--- config.mk ---
export PLATFORM = sky130hd
export DESIGN_NAME = rtc_poll_scheduler_flat
export DESIGN_NICKNAME = d
export VERILOG_FILES = /design/src/rtl/clock_pkg.sv /design/src/rtl/rtc_poll_scheduler_if.sv /design/src/rtl/poll_timer.sv /design/src/rtl/rtc_poll_scheduler.sv /design/src/flat_wrapper.sv
export SDC_FILE = /design/constraint.sdc
export NUM_CORES = 1
export LEC_CHECK = 0
export ABC_CLOCK_PERIOD_IN_PS = 6200
export CAP_MARGIN = 20
export CORE_MARGIN = 5
export CORE_UTILIZATION = 52
export DETAILED_ROUTE_END_ITERATION = 10
export MAX_ROUTING_LAYER = met4
export PLACE_DENSITY_LB_ADDON = 0.25
export SETUP_SLACK_MARGIN = 0.5
export SLEW_MARGIN = 10
export SYNTH_ARGS = -nofsm -noshare
export SYNTH_HDL_FRONTEND = slang
export SYNTH_HIERARCHICAL = 1
export SYNTH_SLANG_ARGS = --single-unit
--- constraint.sdc ---
create_clock -name clk_sys -period 6.2 [get_ports clk_sys]
set_clock_uncertainty 0.05 [all_clocks]
set_input_delay 1.24 -clock clk_sys [delete_from_list [all_inputs] [get_ports clk_sys]]
set_output_delay 1.24 -clock clk_sys [all_outputs]
set_load 0.03 [all_outputs]
--- src/rtl/clock_pkg.sv ---
// clock_pkg: shared constants for the RTC poll scheduler (FSM encoding, BCD masks, RTC address).
package clock_pkg;
  localparam logic [2:0] S_IDLE    = 3'd0;
  localparam logic [2:0] S_ISSUE   = 3'd1;
  localparam logic [2:0] S_WAIT    = 3'd2;
  localparam logic [2:0] S_COLLECT = 3'd3;
  localparam logic [2:0] S_PUBLISH = 3'd4;
  localparam logic [2:0] S_ERROR   = 3'd5;
  localparam logic [7:0] SEC_MASK  = 8'h7F;
  localparam logic [7:0] MIN_MASK  = 8'h7F;
  localparam logic [7:0] HOUR_MASK = 8'h3F;
  localparam logic [6:0] RTC_DEV_ADDR = 7'h68;
endpackage

--- src/rtl/rtc_poll_scheduler_if.sv ---
// rtc_poll_scheduler_if: command/response handshake between the scheduler and the I2C read core.
interface rtc_poll_scheduler_if;
  logic       rd_address;
  logic       wr_address;
  logic [6:0] data_address;
  logic [7:0] byte_read;
  logic       in_ready;
  logic       out_valid;
  logic [7:0] out_data;
  modport master (output rd_address, wr_address, data_address, byte_read,
                  input in_ready, out_valid, out_data);
  modport slave (input rd_address, wr_address, data_address, byte_read,
                 output in_ready, out_valid, out_data);
endinterface

--- src/rtl/poll_timer.sv ---
// poll_timer: POLL_DIV divider with registered tick and the coalescing pending-request flag.
module poll_timer #(
  parameter int POLL_DIV = 50_000_000
) (
  input  logic clk_sys,
  input  logic reset_n,
  input  logic i_force_req,
  input  logic i_clear,
  output logic o_pending
);
  localparam int W = $clog2(POLL_DIV);
  logic [W-1:0] r_div;
  logic         r_tick;
  logic         w_wrap;
  assign w_wrap = r_div == W'(POLL_DIV - 1);
  // a new request in the issuing cycle wins over the clear so it is not lost
  always_ff @(posedge clk_sys or negedge reset_n) begin
    if (!reset_n) begin
      r_div     <= '0;
      r_tick    <= 1'b0;
      o_pending <= 1'b0;
    end else begin
      r_div     <= w_wrap ? '0 : r_div + 1'b1;
      r_tick    <= w_wrap;
      o_pending <= r_tick | i_force_req | (o_pending & ~i_clear);
    end
  end
endmodule

--- src/rtl/rtc_poll_scheduler.sv ---
// rtc_poll_scheduler: polls the RTC over the I2C read core and publishes sec/min/hour atomically.
// Optional watchdog on WAIT_BUSY/COLLECT enabled by defining RTC_POLL_WATCHDOG_EN.
module rtc_poll_scheduler
  import clock_pkg::*;
#(
  parameter int         POLL_DIV  = 50_000_000,
  parameter logic [6:0] DEV_ADDR  = RTC_DEV_ADDR,
  parameter int         NUM_BYTES = 3
`ifdef RTC_POLL_WATCHDOG_EN
  , parameter int       TIMEOUT_CYC = 2_000_000
`endif
) (
  input  logic                 clk_sys,
  input  logic                 reset_n,
  input  logic                 force_req,
  rtc_poll_scheduler_if.master i2c,
  output logic [7:0]           sec_bcd,
  output logic [7:0]           min_bcd,
  output logic [7:0]           hour_bcd,
  output logic                 time_valid,
  output logic                 err,
  output logic                 busy
);
  logic [2:0] r_state, w_fsm, w_nxt;
  logic [3:0] r_cnt, w_cnt;
  logic [7:0] r_shadow [3];
  logic [7:0] w_sh [3];
  logic       r_rd, w_pending, w_byte, w_wr, w_to;
  assign i2c.rd_address   = r_rd;
  assign i2c.wr_address   = 1'b0;
  assign i2c.data_address = DEV_ADDR;
  assign i2c.byte_read    = 8'(NUM_BYTES);
  poll_timer #(.POLL_DIV(POLL_DIV)) u_timer (
    .clk_sys     (clk_sys),
    .reset_n     (reset_n),
    .i_force_req (force_req),
    .i_clear     (w_nxt == S_ISSUE),
    .o_pending   (w_pending)
  );
  assign w_byte = r_state == S_COLLECT && i2c.out_valid;
  assign w_cnt  = (w_byte && r_cnt != 4'hF) ? r_cnt + 4'd1 : r_cnt;
  assign w_wr   = w_byte && r_cnt < 4'(NUM_BYTES);
  // the byte landing with in_ready's rise must reach the published values in the same step
  always_comb begin
    for (int k = 0; k < 3; k++) w_sh[k] = (w_wr && r_cnt == 4'(k)) ? i2c.out_data : r_shadow[k];
  end
  always_comb begin
    w_fsm = S_IDLE;
    case (r_state)
      S_IDLE:    w_fsm = (w_pending && i2c.in_ready) ? S_ISSUE : S_IDLE;
      S_ISSUE:   w_fsm = S_WAIT;
      S_WAIT:    w_fsm = i2c.in_ready ? S_WAIT : S_COLLECT;
      S_COLLECT: w_fsm = !i2c.in_ready ? S_COLLECT : (w_cnt == 4'(NUM_BYTES)) ? S_PUBLISH : S_ERROR;
      default:   w_fsm = S_IDLE;
    endcase
  end
  assign w_nxt = (w_to && (w_fsm == S_WAIT || w_fsm == S_COLLECT)) ? S_ERROR : w_fsm;
`ifdef RTC_POLL_WATCHDOG_EN
  logic [31:0] r_wd;
  assign w_to = (r_state == S_WAIT || r_state == S_COLLECT) && r_wd == 32'(TIMEOUT_CYC - 1);
  always_ff @(posedge clk_sys or negedge reset_n) begin
    if (!reset_n) r_wd <= '0;
    else r_wd <= (w_nxt == S_ISSUE) ? '0 : (r_state == S_WAIT || r_state == S_COLLECT) ? r_wd + 32'd1 : r_wd;
  end
`else
  assign w_to = 1'b0;
`endif
  always_ff @(posedge clk_sys or negedge reset_n) begin
    if (!reset_n) begin
      r_state    <= S_IDLE;
      r_cnt      <= '0;
      r_shadow   <= '{default: '0};
      r_rd       <= 1'b0;
      busy       <= 1'b0;
      time_valid <= 1'b0;
      err        <= 1'b0;
      sec_bcd    <= '0;
      min_bcd    <= '0;
      hour_bcd   <= '0;
    end else begin
      r_state    <= w_nxt;
      r_cnt      <= (r_state == S_ISSUE) ? '0 : w_cnt;
      r_shadow   <= w_sh;
      r_rd       <= w_nxt == S_ISSUE;
      busy       <= w_nxt != S_IDLE;
      time_valid <= w_nxt == S_PUBLISH;
      err        <= (w_nxt == S_ERROR) ? 1'b1 : (w_nxt == S_PUBLISH) ? 1'b0 : err;
      if (w_nxt == S_PUBLISH) begin
        sec_bcd <= w_sh[0] & SEC_MASK;
        if (NUM_BYTES > 1) min_bcd <= w_sh[1] & MIN_MASK;
        if (NUM_BYTES > 2) hour_bcd <= w_sh[2] & HOUR_MASK;
      end
    end
  end
endmodule

--- src/flat_wrapper.sv ---
// flat-port wrapper written by rule: the top's interface ports become plain ports
module rtc_poll_scheduler_flat import clock_pkg::*;
#(
  parameter int         POLL_DIV  = 50_000_000,
  parameter logic [6:0] DEV_ADDR  = RTC_DEV_ADDR,
  parameter int         NUM_BYTES = 3

)
  (clk_sys, reset_n, force_req, sec_bcd, min_bcd, hour_bcd, time_valid, err, busy, i2c_rd_address, i2c_wr_address, i2c_data_address, i2c_byte_read, i2c_in_ready, i2c_out_valid, i2c_out_data);
  rtc_poll_scheduler_if i2c_i ();
  input  logic clk_sys;
  input  logic reset_n;
  input  logic force_req;
  output logic [7:0] sec_bcd;
  output logic [7:0] min_bcd;
  output logic [7:0] hour_bcd;
  output logic time_valid;
  output logic err;
  output logic busy;
  output wire logic [$bits(i2c_i.rd_address)-1:0] i2c_rd_address;
  output wire logic [$bits(i2c_i.wr_address)-1:0] i2c_wr_address;
  output wire logic [$bits(i2c_i.data_address)-1:0] i2c_data_address;
  output wire logic [$bits(i2c_i.byte_read)-1:0] i2c_byte_read;
  input wire logic [$bits(i2c_i.in_ready)-1:0] i2c_in_ready;
  input wire logic [$bits(i2c_i.out_valid)-1:0] i2c_out_valid;
  input wire logic [$bits(i2c_i.out_data)-1:0] i2c_out_data;
  assign i2c_rd_address = i2c_i.rd_address;
  assign i2c_wr_address = i2c_i.wr_address;
  assign i2c_data_address = i2c_i.data_address;
  assign i2c_byte_read = i2c_i.byte_read;
  assign i2c_i.in_ready = i2c_in_ready;
  assign i2c_i.out_valid = i2c_out_valid;
  assign i2c_i.out_data = i2c_out_data;
  rtc_poll_scheduler #(.POLL_DIV(POLL_DIV), .DEV_ADDR(DEV_ADDR), .NUM_BYTES(NUM_BYTES)) u_core (.clk_sys(clk_sys), .reset_n(reset_n), .force_req(force_req), .i2c(i2c_i), .sec_bcd(sec_bcd), .min_bcd(min_bcd), .hour_bcd(hour_bcd), .time_valid(time_valid), .err(err), .busy(busy));
endmodule
==> results of run 1 <==
## worst reg2reg max path, cell delays in order, from the launching register on
cell and delay, ps:
dfrtp_1 470, ha_1 330, a31oi_4 240, mux2i_1 200, nor4_4 290, buf_4 330
mux2_2 390
## metal layers
metal,track usage (%),vias up
met5,-,-
met4,4.76,0
met3,5.07,7
met2,24.6,62
met1,19.6,1106
li1,-,1081
## layout by cell type (no fill, tap or decap), types with 4 or more instances in the layout
cell	count
o21ai_0	7
nor4_1	6
a21oi_1	9
or4_1	5
nand2_1	13
and3_1	4
ha_1	6
nor3_1	6
conb_1	20
inv_1	8
xor2_1	10
mux2_2	41
dfrtp_1	79
mux2i_1	4
clkbuf_8	9
nor2_1	20
clkdlybuf4s50_1	34
nand4_1	4
xnor2_1	7
nand3_1	12
## stage by stage
step,instances,utilization (%)
global placement,421,58.4
finish,438,61.6
floorplan,314,-
CTS,437,61.4
global route,438,61.6
detailed placement,421,58.4
## sequential cells by signal, summed over array words and instances (netlist names)
signal	flops
u_core/i2c.rd_address	1
u_core/r_state	3
u_core/err	1
u_core/r_cnt	4
u_core/r_shadow	20
u_core/u_timer/r_div	26
u_core/hour_bcd	6
u_core/time_valid	1
u_core/u_timer/r_tick	1
u_core/u_timer/o_pending	1
u_core/min_bcd	7
u_core/sec_bcd	7
u_core/busy	1
## power groups by stage
stage / logic [W] / clock network [W] / registers (W)
global placement: 0.000394 / 0 / 0.000691
detailed placement: 0.000406 / 0 / 0.000696
finish: 0.000402 / 0.000384 / 0.000684
CTS: 0.000408 / 0.000400 / 0.000685
global route: 0.000432 / 0.000423 / 0.000700
floorplan: 0.000213 / 0 / 0.000755
## area by class of cell
type | count | area share, %
flip-flops and latches | 79 | 47.3
multi-input cells | 202 | 35.5
repair buffers | 37 | 8.76
clock buffers | 9 | 2.96
well taps | 96 | 2.87
clock inverters | 7 | 1.88
inverters | 8 | 0.718
## worst min path at each step
stage	cells after the start	slack [ps]	endpoint
5_1_grt	2	420	u_core/u_timer/o_pending$_DFF_PN0_
6_report	2	410	u_core/u_timer/o_pending$_DFF_PN0_
4_1_cts	2	420	u_core/u_timer/o_pending$_DFF_PN0_
3_5_place_dp	2	400	u_core/u_timer/o_pending$_DFF_PN0_
2_1_floorplan	2	370	u_core/u_timer/o_pending$_DFF_PN0_
3_3_place_gp	2	380	u_core/u_timer/o_pending$_DFF_PN0_
## kinds of logic (layout without fill, tap and decap cells)
family	Yosys count	count (layout)	synth area share, %
fa+ha+maj	6	6	2.08
mux	45	45	13.9
buf+inv	33	61	5.96
compound gates	21	21	3.67
simple gates	93	93	15.3
flops	79	79	54.7
xor+xnor	17	17	4.12
other cells	2	20	0.208
==> metrics.yaml, run 1 <==
cpMostUsedCell: "mux2_2"
stdcell_area_mm2: 0.00418
p_total_w: 0.00147
grt_setup_unrepaired: "no"
fmax_mhz: 311
fp.dieH_um: 93.3
hold_viol: 0
detail_route.wirelength_um: 6320
ios: 57
finalCritPeriodShare_pct: 51.9
fillCellCount: 543
via_per_inst: 5.15
die_w_um: 93.3
place_ws_ps: 2600
holdWs_ps: 408
drc: 0
antenna_cells: 0
syn_inst: 296
cts_resized: 0
cts.sinks: 79
grt_pass1_vias: 2142
pwr-share-clk_pct: 26.1
antenna_found_initial: 0
wl_met3_um: 304
wl_per_cell_um: 14.4
internal-power_w: 0.000998
area_delta_synth_final_pct: 15.8
cts-root-buf: "clkbuf_8"
outcome: "finished clean"
synth_most_common_cell: "dfrtp_1"
met2_length_um: 3160
final_layout_size_suffix_gt1_share_pct: 19.6
grtUsageTotal_pct: 15.7
critPathMaxFanout: 21
rr_startpoint: "u_core/r_cnt[0]$_DFF_PN0_"
max_slew_margin_pct: 35.4
cts_setup_buffers: 0
crit_family: "buffers and inverters"
ff_latch_area_mm2: 0.00198
crit_path_start_kind: "primary input"
arrival_ps: 3400
yosys_warnings: 6
top_layer_used: "met4"
overflow: 0
drt_iter0_drc: 65
r2r_slack_ps: 3800
crit_start: "i2c_out_valid"
rows: 30
worstMarginPinSlew_ps: 969
setup_viol: 0
finalCriticalPeriod_ps: 3220
switching_share_pct: 32.1
leakage_nw: 1.93
maxSlewViolCount: 0
seq_power_share_pct: 46.5
clk_latency_ps: 340
drv_cap: 0
critPathKind: "primary input to register"
cts_made_buffers: 9
gp_congestion: 0.796
worst_path_largest_cell_delay_ps: 520
share_comb_of_total_power_pct: 27.3
dpl.hpwl_um: 4280
coreArea_mm2: 0.00679
die_area_mm2: 0.00871
cp.required_ps: 6380
placed_area_mm2: 0.00397
crit_end: "u_core/hour_bcd[2]$_DFFE_PN0N_"
min-delay-start: "u_core/u_timer/r_tick$_DFF_PN0_"
cts_tree: "done"
synth_edf_count: 0
yosys.area.top_type_share_pct: 54.7
ys_ff_latch: 79
grt_max_degree: 80
start_util_pct: 53.1
power.switching_w: 0.000472
synth_area_leaders: "dfrtp_1, mux2_2, buf_4"
ir_drop_uv: 139
cts_max_path_buffers: 2
hp-class: "register to register"
crit_buf_inv: 2
nets: 356
ys_types: 39
async_flop_share_pct: 100
setup_tns_ps: 0
yosysTopAreaCell: "dfrtp_1"
seq_area_frac_synth_pct: 54.7
vias: 2256
setup_ws_ps: 2980
crit_chain: "clkdlybuf4s50_1 > nand4b_4 > nor2_1 > mux2_2 > nor4_4 > buf_4 > mux2_2"
avgSynthCellArea_um2: 12.2
p_per_area_mw_per_mm2: 352
dr.pass1.iters: 4
cts_max_level: 3
ant_nets: 0
netlist_area_mm2: 0.00361
ff2ff_path_depth: 6
synthFlopType: "dfrtp_1"
yosys-top-cells-count: "dfrtp_1, mux2_2, buf_4, nor2_1, nand2_1"
endpoint_kind: "register"
port_buffers: 35
cpMaxStageDelayCell: "clkdlybuf4s50_1"
clkTransAtPathRegs_ps: 80
critical_path_cell_count: 7
grt_pass1_wl_um: 10400
cts_hold_buf: 0
r2r-end: "u_core/hour_bcd[2]$_DFFE_PN0N_"
multi_input_area_mm2: 0.00149
wl_met1_um: 2800
Power figures use the tool's default switching activity.
==> inputs of run 2 (changes only) <==
- ABC_CLOCK_PERIOD_IN_PS: 6200 -> 2950
- CORE_UTILIZATION: 52 -> 48
- clock period: 6.2 -> 2.95 ns (I/O delays scaled with it)
==> run 2 against run 1 <==
Against the previous run:
- die area increased by 7.4%
- routed wire length is 7.4% higher
- sequential share of layout area decreased by 1.4 points
- combinational power rose by 120%
- critical path type is now register to register
- first-iteration DRC count is 49% higher
- clock power up 110%
- final cell count rose by 2.7%
- sequential power increased by 110%
- clock-buffer cell count stayed put
- setup slack worse by 2400 ps
==> metrics.yaml, run 2 (synthesis gave the netlist of run 1 again) <==
clk_latency_ps: 350  # was 340 ps
rows: 31  # was 30
r2r_slack_ps: 590  # was 3800 ps
ff2ff_path_depth: 7  # was 6
cts_tree: "done"  # unchanged
rr_startpoint: "u_core/r_cnt[2]$_DFF_PN0_"  # was u_core/r_cnt[0]$_DFF_PN0_
setup_viol: 0  # unchanged
leakage_nw: 1.99  # was 1.93 nW
dr.pass1.iters: 4  # unchanged
ant_nets: 0  # unchanged
vias: 2286  # was 2256
fp.dieH_um: 96.7  # was 93.3 µm
endpoint_kind: "register"  # unchanged
cts.sinks: 79  # unchanged
dpl.hpwl_um: 4370  # was 4280 µm
cts_max_level: 3  # unchanged
clkTransAtPathRegs_ps: 90  # was 80 ps
finalCriticalPeriod_ps: 2360
final_cell_mix: "dfrtp_1, mux2_2, clkdlybuf4s50_1, conb_1, nor2_1"  # was dfrtp_1, mux2_2, clkdlybuf4s50_1, nor2_1, conb_1
overflow: 0  # unchanged
grt_pass1_vias: 2323  # was 2142
die_area_mm2: 0.00936  # was 0.00871 mm²
fmax_mhz: 424
grt_pass1_wl_um: 11600  # was 10400 µm
crit_start: "u_core/r_cnt[2]$_DFF_PN0_"  # was i2c_out_valid
final_layout_size_suffix_gt1_share_pct: 23.6  # was 19.6%
final_util_pct: 59.3  # was 61.6%
largest_register: "u_core/u_timer/r_div"  # unchanged
detail_route.wirelength_um: 6780  # was 6320 µm
coreArea_mm2: 0.00729  # was 0.00679 mm²
max_slew_margin_pct: 59.8  # was 35.4%
grt_max_degree: 80  # unchanged
r2r-end: "u_core/min_bcd[1]$_DFFE_PN0N_"  # was u_core/hour_bcd[2]$_DFFE_PN0N_
grt_setup_unrepaired: "no"  # unchanged
area_delta_synth_final_pct: 19.7  # was 15.8%
grtUsageTotal_pct: 15.5  # was 15.7%
crit_end: "u_core/min_bcd[1]$_DFFE_PN0N_"  # was u_core/hour_bcd[2]$_DFFE_PN0N_
gp_congestion: 0.806  # was 0.796
port_buffers: 35  # unchanged
worstMarginPinSlew_ps: 598  # was 969 ps
setup_tns_ps: 0  # unchanged
cts-root-buf: "clkbuf_8"  # unchanged
antenna_cells: 0  # unchanged
p_per_area_mw_per_mm2: 731  # was 352 mW/mm²
largest_reg_flops: 26  # unchanged
via_per_inst: 5.08  # was 5.15
drt_iter0_drc: 97  # was 65
wl_per_cell_um: 15.1  # was 14.4 µm
critPathMaxFanout: 6  # was 21
maxSlewViolCount: 0  # unchanged
start_util_pct: 49.5  # was 53.1%
cts_made_buffers: 9  # unchanged
critPathKind: "register to register"  # was primary input to register
finalCritPeriodShare_pct: 79.9
cts_max_path_buffers: 2  # unchanged
antenna_found_initial: 0  # unchanged
arrival_ps: 2530  # was 3400 ps
crit_path_start_kind: "register"  # was primary input
reg_top3: "u_core/u_timer/r_div x26, u_core/r_shadow x20"  # unchanged
nets: 365  # was 356
hp-class: "primary input to asynchronous set/reset pin"  # was register to register
die_w_um: 96.7  # was 93.3 µm
drv_cap: 0  # unchanged
final_common_cell: "dfrtp_1"  # unchanged
ir_drop_uv: 290  # was 139 µV
cp.required_ps: 3130  # was 6380 ps
ios: 57  # unchanged
drc: 0  # unchanged
outcome: "finished clean"  # unchanged
hold_viol: 0  # unchanged
[run 2: per-stage QoR]
stage | setup slack [ps] | instances | power (W) | area (µm²) | hold slack [ps]
4_1_cts | 510 | 447 | 0.00317 | 4280 | 376
3_5_place_dp | 112 | 426 | 0.00232 | 4000 | 396
3_3_place_gp | 133 | 426 | 0.00228 | 4000 | 378
5_1_grt | 502 | 450 | 0.00335 | 4320 | 162
6_report | 594 | 450 | 0.00316 | 4320 | 142
2_1_floorplan | 743 | 314 | 0.00203 | 3680 | 244
[run 2: cell type report]
| type | instances | area [µm²] |
|---|---|---|
| Sequential cell | 79 | 1980 |
| Clock inverter | 7 | 81.3 |
| Inverter | 8 | 30.0 |
| Timing Repair Buffer | 46 | 483 |
| Fill cell | 623 | 2970 |
| Tap cell | 99 | 124 |
| Multi-Input combinational cell | 202 | 1500 |
| Clock buffer | 9 | 124 |
[run 2: report_power, final]
group | internal [W] | switching [W] | total, W
Sequential | 0.00132 | 0.000125 | 0.00144
Combinational | 0.000421 | 0.000479 | 0.000900
Clock | 0.000401 | 0.000415 | 0.000816
[run 2: worst min-delay path by stage]
stage / to / slack (ps)
after floorplan: u_core/busy$_DFF_PN0_ / 240
after detailed placement: u_core/u_timer/o_pending$_DFF_PN0_ / 400
after global placement: u_core/u_timer/o_pending$_DFF_PN0_ / 380
after CTS: u_core/sec_bcd[1]$_DFFE_PN0N_ / 380
after global routing: u_core/sec_bcd[6]$_DFFE_PN0N_ / 160
final: u_core/r_cnt[0]$_DFF_PN0_ / 140
[run 2: what timing repair did]
item | in CTS | in global routing
hold endpoints to repair | 0 | 0
hold buffers | 0 | 0
gates resized for setup | 4 | 5
pin swaps | 2 | 0
setup endpoints to repair | 8 | 20
setup buffers | 3 | 2
gates cloned | 2 | 0
[run 2: critical path, cell delays in order (launching register included)]
cell	delay, ps
dfrtp_1	500
nand3_1	150
nor2_2	160
mux2_4	350
nor4_4	260
buf_4	180
bufbuf_16	260
mux2_2	340
[run 2: layer usage]
metal | track usage (%) | up-vias | wire length (µm)
met5 | - | - | 0
met4 | 4.54 | 0 | 127
met3 | 4.89 | 9 | 251
met2 | 24.3 | 38 | 3290
met1 | 19.5 | 1136 | 3120
li1 | - | 1103 | -
